--- src/rtl/boolean_scan_pkg.sv ---
// Shared types and sizes for the boolean inverse scanner.
// BOOLSCAN_EARLY_STOP_EN (see boolean_inverse_scanner) does not affect this package.
package boolean_scan_pkg;

    localparam int unsigned VEC_W            = 4;
    localparam int unsigned CNT_W            = 5;
    localparam int unsigned LAST_IDX_DEFAULT = 15;

    typedef enum logic [1:0] {
        IDLE = 2'd0,
        SCAN = 2'd1,
        EMIT = 2'd2,
        DONE = 2'd3
    } state_e;

    // True when an evaluated (e, f) pair equals the latched target.
    function automatic logic hits_target(
        input logic e,
        input logic f,
        input logic target_e,
        input logic target_f
    );
        return (e == target_e) && (f == target_f);
    endfunction

endpackage

--- src/rtl/boolean_eval.sv ---
// Combinational evaluator: E = A + BC + B'D, F = B'C + BC'D', vec = {A,B,C,D}.
module boolean_eval
    import boolean_scan_pkg::*;
(
    input  logic [VEC_W-1:0] vec,
    output logic             e,
    output logic             f
);

    logic a, b, c, d;

    always_comb begin
        a = vec[3];
        b = vec[2];
        c = vec[1];
        d = vec[0];
        e = a | (b & c) | (~b & d);
        f = (~b & c) | (b & ~c & ~d);
    end

endmodule

--- src/rtl/boolean_inverse_scanner.sv ---
// Enumerates every {A,B,C,D} in 0..LAST_IDX whose (E,F) equals a target, one per handshake.
// Define BOOLSCAN_EARLY_STOP_EN to finish the scan after the first accepted match.
module boolean_inverse_scanner
    import boolean_scan_pkg::*;
#(
    parameter int unsigned LAST_IDX = LAST_IDX_DEFAULT
) (
    input  logic             clk,
    input  logic             rst_n,
    input  logic             start,
    input  logic             target_e,
    input  logic             target_f,
    output logic             match_valid,
    output logic [VEC_W-1:0] match_vec,
    input  logic             match_ready,
    output logic             busy,
    output logic             done,
    output logic [CNT_W-1:0] match_count
);

    localparam logic [VEC_W-1:0] LAST = LAST_IDX[VEC_W-1:0];

    state_e           state_q;
    logic [VEC_W-1:0] idx_q;
    logic             te_q;
    logic             tf_q;
    logic             valid_q;
    logic [VEC_W-1:0] vec_q;
    logic             busy_q;
    logic             done_q;
    logic [CNT_W-1:0] cnt_q;

    logic eval_e;
    logic eval_f;
    logic hit;
    logic is_last;

    boolean_eval u_eval (
        .vec (idx_q),
        .e   (eval_e),
        .f   (eval_f)
    );

    always_comb begin
        hit     = hits_target(eval_e, eval_f, te_q, tf_q);
        is_last = (idx_q == LAST);
    end

    // idx is never advanced past LAST, so the 4-bit counter cannot wrap.
    always_ff @(posedge clk or negedge rst_n) begin
        if (!rst_n) begin
            state_q <= IDLE;
            idx_q   <= '0;
            te_q    <= 1'b0;
            tf_q    <= 1'b0;
            valid_q <= 1'b0;
            vec_q   <= '0;
            busy_q  <= 1'b0;
            done_q  <= 1'b0;
            cnt_q   <= '0;
        end else begin
            done_q <= 1'b0;
            case (state_q)
                IDLE: begin
                    if (start) begin
                        te_q    <= target_e;
                        tf_q    <= target_f;
                        idx_q   <= '0;
                        cnt_q   <= '0;
                        busy_q  <= 1'b1;
                        state_q <= SCAN;
                    end
                end
                SCAN: begin
                    if (hit) begin
                        vec_q   <= idx_q;
                        valid_q <= 1'b1;
                        state_q <= EMIT;
                    end else if (is_last) begin
                        busy_q  <= 1'b0;
                        done_q  <= 1'b1;
                        state_q <= DONE;
                    end else begin
                        idx_q <= idx_q + 1'b1;
                    end
                end
                EMIT: begin
                    if (match_ready) begin
                        valid_q <= 1'b0;
                        cnt_q   <= cnt_q + 1'b1;
`ifdef BOOLSCAN_EARLY_STOP_EN
                        busy_q  <= 1'b0;
                        done_q  <= 1'b1;
                        state_q <= DONE;
`else
                        if (is_last) begin
                            busy_q  <= 1'b0;
                            done_q  <= 1'b1;
                            state_q <= DONE;
                        end else begin
                            idx_q   <= idx_q + 1'b1;
                            state_q <= SCAN;
                        end
`endif
                    end
                end
                DONE: begin
                    state_q <= IDLE;
                end
                default: begin
                    state_q <= IDLE;
                end
            endcase
        end
    end

    always_comb begin
        match_valid = valid_q;
        match_vec   = vec_q;
        busy        = busy_q;
        done        = done_q;
        match_count = cnt_q;
    end

endmodule

--- config.mk ---
export PLATFORM = sky130hd
export DESIGN_NAME = boolean_inverse_scanner
export DESIGN_NICKNAME = d
export VERILOG_FILES = /design/src/rtl/boolean_scan_pkg.sv /design/src/rtl/boolean_eval.sv /design/src/rtl/boolean_inverse_scanner.sv
export SDC_FILE = /design/constraint.sdc
export NUM_CORES = 1
export LEC_CHECK = 0
export CORE_AREA = 3 3 53 55
export DETAILED_ROUTE_END_ITERATION = 10
export DIE_AREA = 0 0 56 58
export DONT_BUFFER_PORTS = 1
export GPL_TIMING_DRIVEN = 0
export PLACE_DENSITY = 0.7
export SYNTH_ARGS = -nofsm -noshare
export SYNTH_HDL_FRONTEND = slang
export SYNTH_SLANG_ARGS = --single-unit
--- constraint.sdc ---
create_clock -name clk -period 2.4 [get_ports clk]
set_input_delay 0.36 -clock clk [delete_from_list [all_inputs] [get_ports clk]]
set_output_delay 0.36 -clock clk [all_outputs]
set_load 0.01 [all_outputs]
Word level (Yosys, flattened, before mapping). Index checks and enable logic that the tools add are counted.

Flip-flop bits (word level): 20. Input bits: 6. Output and inout port bits: 12. Word-level logic and storage cells: 70.

Add/sub/neg operators: 2. Equal/unequal tests: 11. Muxes and demuxes: 26. Bitwise operators: 11. Reduce and logical (&&, ||, !) cells: 11.

Operators by type and width (number): $mux 4 (4); $pmux 4 s3 (1); $mux 2 (5); $mux 5 (2); $pmux 5 s2 (1); $mux 1 (9); $reduce_and 3->1 (3); $ne 2x2->1 const B (4); $pmux 2 s4 (1); $add 5x1->5 const B (1); $and 1x1->1 (5); $add 4x1->4 const B (1); $eq 2x2->1 const B (2); $eq 4x4->1 const B (1); $pmux 1 s2 (2); $reduce_and 2->1 (2); $reduce_and 4->1 (1); $reduce_bool 2->1 (2); $ne 3x3->1 const B (1); $not 1->1 (3); $or 1x1->1 (3); $pmux 1 s3 (1); $reduce_bool 3->1 (1); $eq 1x1->1 (2); 3 further kinds (3).

Longest topological paths before layout. Gate-level depths: netlist of run 1.

Depth in word-level cells: 8. Depth in mapped cells: 8. Depth with buffers taken out: 7.

Modules after synthesis. A second synthesis of run 1 with hierarchy kept.

Cells, all modules: 133. Area, all modules: 1238.7 µm².

By module, submodules not included: boolean_inverse_scanner (times used 1, cells an instance 129, area an instance 1207.4 µm², sequential area each 500.5 µm²); boolean_eval (times used 1, cells an instance 4, area an instance 31.3 µm², sequential area each 0.0 µm²).

Worst setup path before layout of run 1. No wires, ideal clock.

Path type: reg2reg. Start: register state_q[0]. End: register idx_q[2]. Setup time: 124 ps. Arrival: 1547 ps. Required time: 2276 ps. Setup slack: 730 ps. Stages on the path, launching flop included: 9. Buffers on the path: 1. Period minus slack after synthesis: 1670 ps. Path through: dfrtp_1 > inv_1 > ha_1 > buf_2 > inv_1 > o21ai_1 > nor2_1 > o21ai_2 > a2bb2oi_2.

Word-level cells in the longest chain between the ends: 3. Elaborated cells between the ends (all ways): 9. Those cells by class: 5 x eq/ne; 1 x mux; 3 x reduce/logical.

Ends and longest elaborated chain: start, declared (RTL line boolean_inverse_scanner.sv:23) `state_e state_q;`; start signal, assigned (RTL line boolean_inverse_scanner.sv:52) `state_q <= IDLE;`; start signal, assigned (RTL line boolean_inverse_scanner.sv:71) `state_q <= SCAN;`; start signal, assigned (RTL line boolean_inverse_scanner.sv:78) `state_q <= EMIT;`; $eq 2x1->1, or another cell as far along (RTL line boolean_inverse_scanner.sv:63) `case (state_q)`; $ne 2x2->1 (no line) or $reduce_bool 3->1 (tied branches); $reduce_and 4->1 (no line); end signal, assigned (RTL line boolean_inverse_scanner.sv:84) `idx_q <= idx_q + 1'b1;`; end signal, assigned (RTL line boolean_inverse_scanner.sv:101) `idx_q <= idx_q + 1'b1;`; end, declared (RTL line boolean_inverse_scanner.sv:24) `logic [VEC_W-1:0] idx_q;`.

Parallel ways exist; a longest one is shown, timed or not. A chain may end at the register's enable or synchronous reset.

Worst setup path after layout of run 1. Same ends and word-level chain as after synthesis.

==> impl_results.md, run 1 <==
* Run status: complete, no violations
* Skew final at 8.93 ps
* Cells after Synth at 126
* EDFF count, synth at 0
* Initial antenna violation count at 0
* Starting density of the core at 0.527
* Post-route ant nets at 0
* Slew HR at 0.379
* Core area at 0.00243 mm²
* Design Area, Final at 0.00137 mm²
* Final worst-path cycle share at 0.877
* RD Place Congestion at 0.786
* Routed WL per cell at 16.9 µm
* Final hold vios at 0
* Fraction of layout cells with a size suffix above 1 at 0.191
* Async SR Flop Fraction at 1.00
* Filler cells at 210
* Critical Path AT at 2300 ps
* Io pins at 18
* Layout overhead on the synthesized area at 6.54%
* Post-CTS setup repair buffer count at 0
* Worst R2R Start: state_q[0]
* Largest net degree at the start of global routing at 21
* Area after DPL at 0.00132 mm²
* Setup violators final at 0
* Post-synthesis register bit count at 20
* N_diodes at 0
* Num Clock Sinks at 20
* Ys Warns at 0
* Slew Viols, Final at 0
* Die ar. at 0.00325 mm²
* Syn_nets at 139
* Clock Power Share at 0.112
* Final wirelength at 2720 µm
* Static leakage at 0.000580 µW
* Max_cap viols at 0
* IO buf count at 0
* CTS tree: built
* Clock root buffer: clkbuf_4
* Sw power at 829 µW
* All-Layer GR Usage at 0.179
* Fmax at 0.475 GHz
* Seq/Total Area, Yosys at 0.391
* Crit path max fanout at 7
* Worst hold start: target_f
* Crit path from: state_q[0]
* Cell Int Power at 984 µW
* Final min period at 2100 ps
* Crit start category: flop
* Post-DP HPWL at 2020 µm
* Tightest Pin Transition at 928 ps
* Unrepaired setup endpoints after global routing: no
* Hold crit path type: primary input to flop
* First-pass GRT wire length at 4570 µm
* Post-Place Cells at 156
* DR vias at 1000
* Num CTS Buffers at 3
* Netlist Area Pre-Place at 0.00128 mm²
* Setup TNS at 0 ps
* WP data required at 2600 ps
* Hold Slack at 190 ps
* Die W at 56 µm
* Share of power burned in registers at 0.322
* Switching part of the total power at 0.457
* Number of global-route vias before repair at 1003
* Rows at 18
* DRC viols at 0
* Vias/cell at 6.21
* Avg Cell Area, Syn at 10.2 µm²
* H-tree depth at 1
* Ys flop type: dfrtp_1
* Synth cell types at 43
* Worst vdd ir at 0.706 mV
* Skew-Pair Late Insertion Delay at 310 ps
* DRT Pass-1 Iters at 4
* Crit end category: flop
* Pwr per Cell Area at 1330 mW/mm²
* Combinational power share at 0.566
* Drt first-iter violations at 34
* GR Overflow Total at 0
* Clock Tree Buf Depth at 2
* Crit path kind: flop to flop
* Post-Layout Cell Count at 161
* Clock transition at path regs at 120 ps
* Fin nets at 145
* Chip height at 58 µm
* Post-layout utilization of the core at 0.561
-- sequential cells by signal, indices dropped and copies added (netlist names) --
register,cells
match_vec,4
match_valid,1
match_count,5
te_q,1
done,1
state_q,2
tf_q,1
idx_q,4
busy,1
-- through the flow --
step	power, µW	setup WS, ps
after detailed placement	1600	399
final	1810	295
after global placement	1560	444
after floorplan	1400	730
after CTS	1810	380
after global routing	1960	185
-- synth_stat cells (2+ instances only) --
library cell	instances	area, µm²
a211oi_1	3	22.5
a21oi_1	6	30.0
and3_1	3	18.8
buf_2	2	10.0
dfrtp_1	20	500
ha_1	7	87.6
inv_1	6	22.5
mux2_2	2	22.5
mux2_4	4	60.1
nand2_1	10	37.5
nand2b_1	2	12.5
nand3_1	4	20.0
nand3b_1	3	22.5
nand4_1	2	12.5
nor2_1	7	26.3
nor3_1	3	15.0
o211ai_1	4	30.0
o21a_1	2	15.0
o21ai_0	6	30.0
o21ai_1	2	10.0
o21ai_2	2	17.5
o2bb2ai_1	4	35.0
xnor2_1	2	17.5
-- power groups by stage --
stage / Sequential (µW) / Clock [µW] / Combinational [µW]
after global placement: 583 / 0 / 975
after floorplan: 554 / 0 / 851
after global routing: 602 / 225 / 1130
final: 583 / 204 / 1030
after detailed placement: 590 / 0 / 1010
after CTS: 582 / 208 / 1020
-- layer usage --
| metal | track usage | part of all wire | vias up |
|---|---|---|---|
| met5 | 0 | 0 | - |
| met4 | 0.0712 | 0.015 | 0 |
| met3 | 0.0379 | 0.038 | 5 |
| met2 | 0.312 | 0.50 | 20 |
| met1 | 0.217 | 0.45 | 498 |
| li1 | - | - | 477 |
-- area by class of cell --
| class | instances | area [µm²] | area share |
|---|---|---|---|
| repair buffers | 1 | 10.0 | 0.00733 |
| inverters | 6 | 22.5 | 0.0165 |
| multi-input cells | 97 | 737 | 0.540 |
| well taps | 30 | 37.5 | 0.0275 |
| flip-flops and latches | 20 | 500 | 0.367 |
| plain buffers | 3 | 21.3 | 0.0156 |
| clock buffers | 4 | 36.3 | 0.0266 |
-- worst max-delay path, stage by stage (launching register included) --
cell       delay, ps
dfrtp_1          470
inv_1            120
ha_1             260
nand2b_1         220
o21ai_1          230
nor2_1           330
o21ai_2          170
a2bb2oi_2        190
-- kinds of logic (layout without fill, tap and decap cells) --
| family | count (synthesis) | in the layout | share of synthesized area |
|---|---|---|---|
| AO/OA/AOI/OAI | 38 | 38 | 0.222 |
| XOR/XNOR | 2 | 2 | 0.0137 |
| adder cells (fa/ha/maj) | 7 | 7 | 0.0684 |
| buffers and inverters | 9 | 14 | 0.0342 |
| flip-flops | 20 | 20 | 0.391 |
| multiplexers | 7 | 7 | 0.0723 |
| AND/OR/NAND/NOR | 43 | 43 | 0.199 |
-- what timing repair did --
item,CTS,global route
hold endpoints to repair,20,0
hold buffers,1,0
gates resized for setup,0,0
-- cell usage in the layout (no fill, tap or decap), drive strengths merged, types with 5 or more instances in the layout --
cell type / count
a21oi: 7
dfrtp: 20
ha: 7
inv: 6
mux2: 6
nand2: 10
nand3: 5
nor2: 8
o211ai: 5
o21ai: 10
-- path summary, 6_finish.rpt --
| check | endpoint | cells after the start | slack [ps] |
|---|---|---|---|
| max | idx_q[2] | 7 | 300 |
| min | tf_q | 1 | 190 |
| max reg2reg | idx_q[2] | 7 | 300 |
| min reg2reg | busy | 1 | 580 |
| max in group asynchronous | idx_q[3] | 1 | 1210 |
| min in group asynchronous | match_count[2] | 1 | 620 |
Note: power is estimated with default switching activity, not from simulation.
==> run 2: changes to the inputs <==
--- a/config.mk
+++ b/config.mk
@@ -5,12 +5,12 @@
 export SDC_FILE = /design/constraint.sdc
 export NUM_CORES = 1
 export LEC_CHECK = 0
-export CORE_AREA = 3 3 53 55
+export CORE_AREA = 3 3 55 57
 export DETAILED_ROUTE_END_ITERATION = 10
-export DIE_AREA = 0 0 56 58
+export DIE_AREA = 0 0 58 60
 export DONT_BUFFER_PORTS = 1
 export GPL_TIMING_DRIVEN = 0
-export PLACE_DENSITY = 0.7
+export PLACE_DENSITY = 0.66
 export SYNTH_ARGS = -nofsm -noshare
 export SYNTH_HDL_FRONTEND = slang
 export SYNTH_SLANG_ARGS = --single-unit
==> impl_results.md, run 2 (synthesized netlist as in run 1, its figures left out) <==
* Run status: complete, no violations
* Final min period at 2080 ps (-22.7 ps)
* Hold Slack at 191 ps (+1.36 ps)
* Initial antenna violation count at 0 (unchanged)
* Drt first-iter violations at 56 (+65%)
* Post-Layout Cell Count at 161 (unchanged)
* Hold-fix buffers, CTS at 1 (unchanged)
* Most frequent cells in the layout: dfrtp_1, nand2_1, nor2_1, ha_1
* First-pass GRT wire length at 4640 µm (+1.7%)
* DRC viols at 0 (unchanged)
* Die ar. at 0.00348 mm² (+7.1%)
* Layout overhead on the synthesized area at 7.81%
* DR vias at 977 (-2.3%)
* Final wirelength at 2630 µm (-3.5%)
* Rows at 18 (unchanged)
* Final worst-path cycle share at 0.867 (-0.00944)
* Clock root buffer: clkbuf_4
* Number of global-route vias before repair at 995 (-0.80%)
* M1 GR Usage at 0.222 (+0.00439)
* Core area at 0.00252 mm² (+3.7%)
* Setup violators final at 0 (unchanged)
* Die W at 58 µm (+3.6%)
* Max_cap viols at 0 (unchanged)
* Unrepaired setup endpoints after global routing: no
* H-tree depth at 1 (unchanged)
* Overall power at 1900 µW (+4.6%)
* Post_cts resized at 0 (unchanged)
* Slew HR at 0.402 (+0.0223)
* Crit path kind: flop to flop
* Post-Place Cells at 156 (unchanged)
* Largest net degree at the start of global routing at 21 (unchanged)
* CTS tree: built
* All-Layer GR Usage at 0.174 (-0.00486)
* Tightest Pin Transition at 894 ps (-33.3 ps)
* DRT Pass-1 Iters at 5 (+1)
* Vias/cell at 6.07 (-2.3%)
* Max reg flops at 5 (unchanged)
* Post-DP HPWL at 1950 µm (-3.7%)
* Chip height at 60 µm (+3.4%)
* Setup TNS at 0 ps (unchanged)
* Num CTS Buffers at 3 (unchanged)
* Fraction of layout cells with a size suffix above 1 at 0.191 (unchanged)
* Skew-Pair Late Insertion Delay at 310 ps (about the same)
* Clock Tree Buf Depth at 2 (unchanged)
* Clock transition at path regs at 120 ps (about the same)
* Post-CTS setup repair buffer count at 0 (unchanged)
* Slew Viols, Final at 0 (unchanged)
* Pwr per Cell Area at 1370 mW/mm² (+3.3%)
* Critical Path AT at 2330 ps (+30 ps)
* Num Clock Sinks at 20 (unchanged)
* Starting density of the core at 0.508 (-0.0188)
* Met3 Resource Use GR at 0.0346 (-0.00330)
* Met2 Track Usage GR at 0.300 (-0.0122)
* GR Overflow Total at 0 (unchanged)
* Io pins at 18 (unchanged)
* Worst vdd ir at 0.707 mV (+0.15%)
* Final hold vios at 0 (unchanged)
* N_diodes at 0 (unchanged)
* Leading cell type in the layout, fill and taps excluded: dfrtp_1
* Fin nets at 145 (unchanged)
* WP data required at 2650 ps (+50 ps)
* Static leakage at 0.000587 µW (+1.2%)
* Routed WL per cell at 16.3 µm (-3.5%)
* Hold crit path type: primary input to flop
* Crit end category: flop
* IO buf count at 0 (unchanged)
* RD Place Congestion at 0.787 (+0.15%)
* Skew final at 1.60 ps (-7.33 ps)
* Post-route ant nets at 0 (unchanged)
* Fmax at 0.480 GHz (+1.1%)
* Crit path max fanout at 10 (+3)
* Crit start category: flop
* Gr busiest metal: met2
* Post-layout utilization of the core at 0.548 (-0.0136)
## run 2: changes by cell type in the layout (fill, tap and decap cells not counted), sizes merged
cell    change
clkbuf      -1
bufinv      +1
## run 2: layer usage
| metal | wire (µm) | vias up |
|---|---|---|
| met5 | 0 | - |
| met3 | 124 | 4 |
| met1 | 1210 | 470 |
| li1 | - | 476 |
| met4 | 27 | 0 |
| met2 | 1260 | 27 |
## run 2: through the flow
| step | area [µm²] | setup WS (ps) |
|---|---|---|
| after CTS | 1380 | 384 |
| after global placement | 1320 | 462 |
| after detailed placement | 1320 | 414 |
| final | 1380 | 318 |
| after global routing | 1380 | 178 |
| after floorplan | 1280 | 730 |
## run 2: final timing paths
check	from	endpoint	slack (ps)	cells after the start
min in group asynchronous	rst_n	match_count[3]	610	1
max reg2reg	state_q[0]	idx_q[2]	320	8
max in group asynchronous	rst_n	idx_q[1]	1250	1
max	state_q[0]	idx_q[2]	320	8
min	target_e	te_q	190	1
min reg2reg	busy	busy	580	1
## run 2: final cells by class
| type | count | area, µm² |
|---|---|---|
| Clock buffer | 3 | 22.5 |
| Timing Repair Buffer | 1 | 10.0 |
| Multi-Input combinational cell | 97 | 737 |
| Tap cell | 30 | 37.5 |
| Sequential cell | 20 | 500 |
| Clock inverter | 1 | 30.0 |
| Fill cell | 225 | 1140 |
| Inverter | 6 | 22.5 |
| Buffer | 3 | 21.3 |
## run 2: critical path, cell delays in order, from the launching register on
cell and delay [ps]:
dfrtp_1 470, inv_1 150, ha_1 150, buf_2 200, inv_1 90, o21ai_1 430, nor2_1 180, o21ai_2 160
a2bb2oi_2 170
## run 2: power breakdown
group          switching (µW)  total [µW]  internal [µW]
Clock                     115         283            169
Combinational             579        1030            451
Sequential                141         582            441
==> run 3: changes to the inputs <==
--- a/config.mk
+++ b/config.mk
@@ -14,3 +14,4 @@
 export SYNTH_ARGS = -nofsm -noshare
 export SYNTH_HDL_FRONTEND = slang
 export SYNTH_SLANG_ARGS = --single-unit
+export TNS_END_PERCENT = 50
==> results of run 3 <==
Final layout, timing and power as in run 2 (identical DEF).
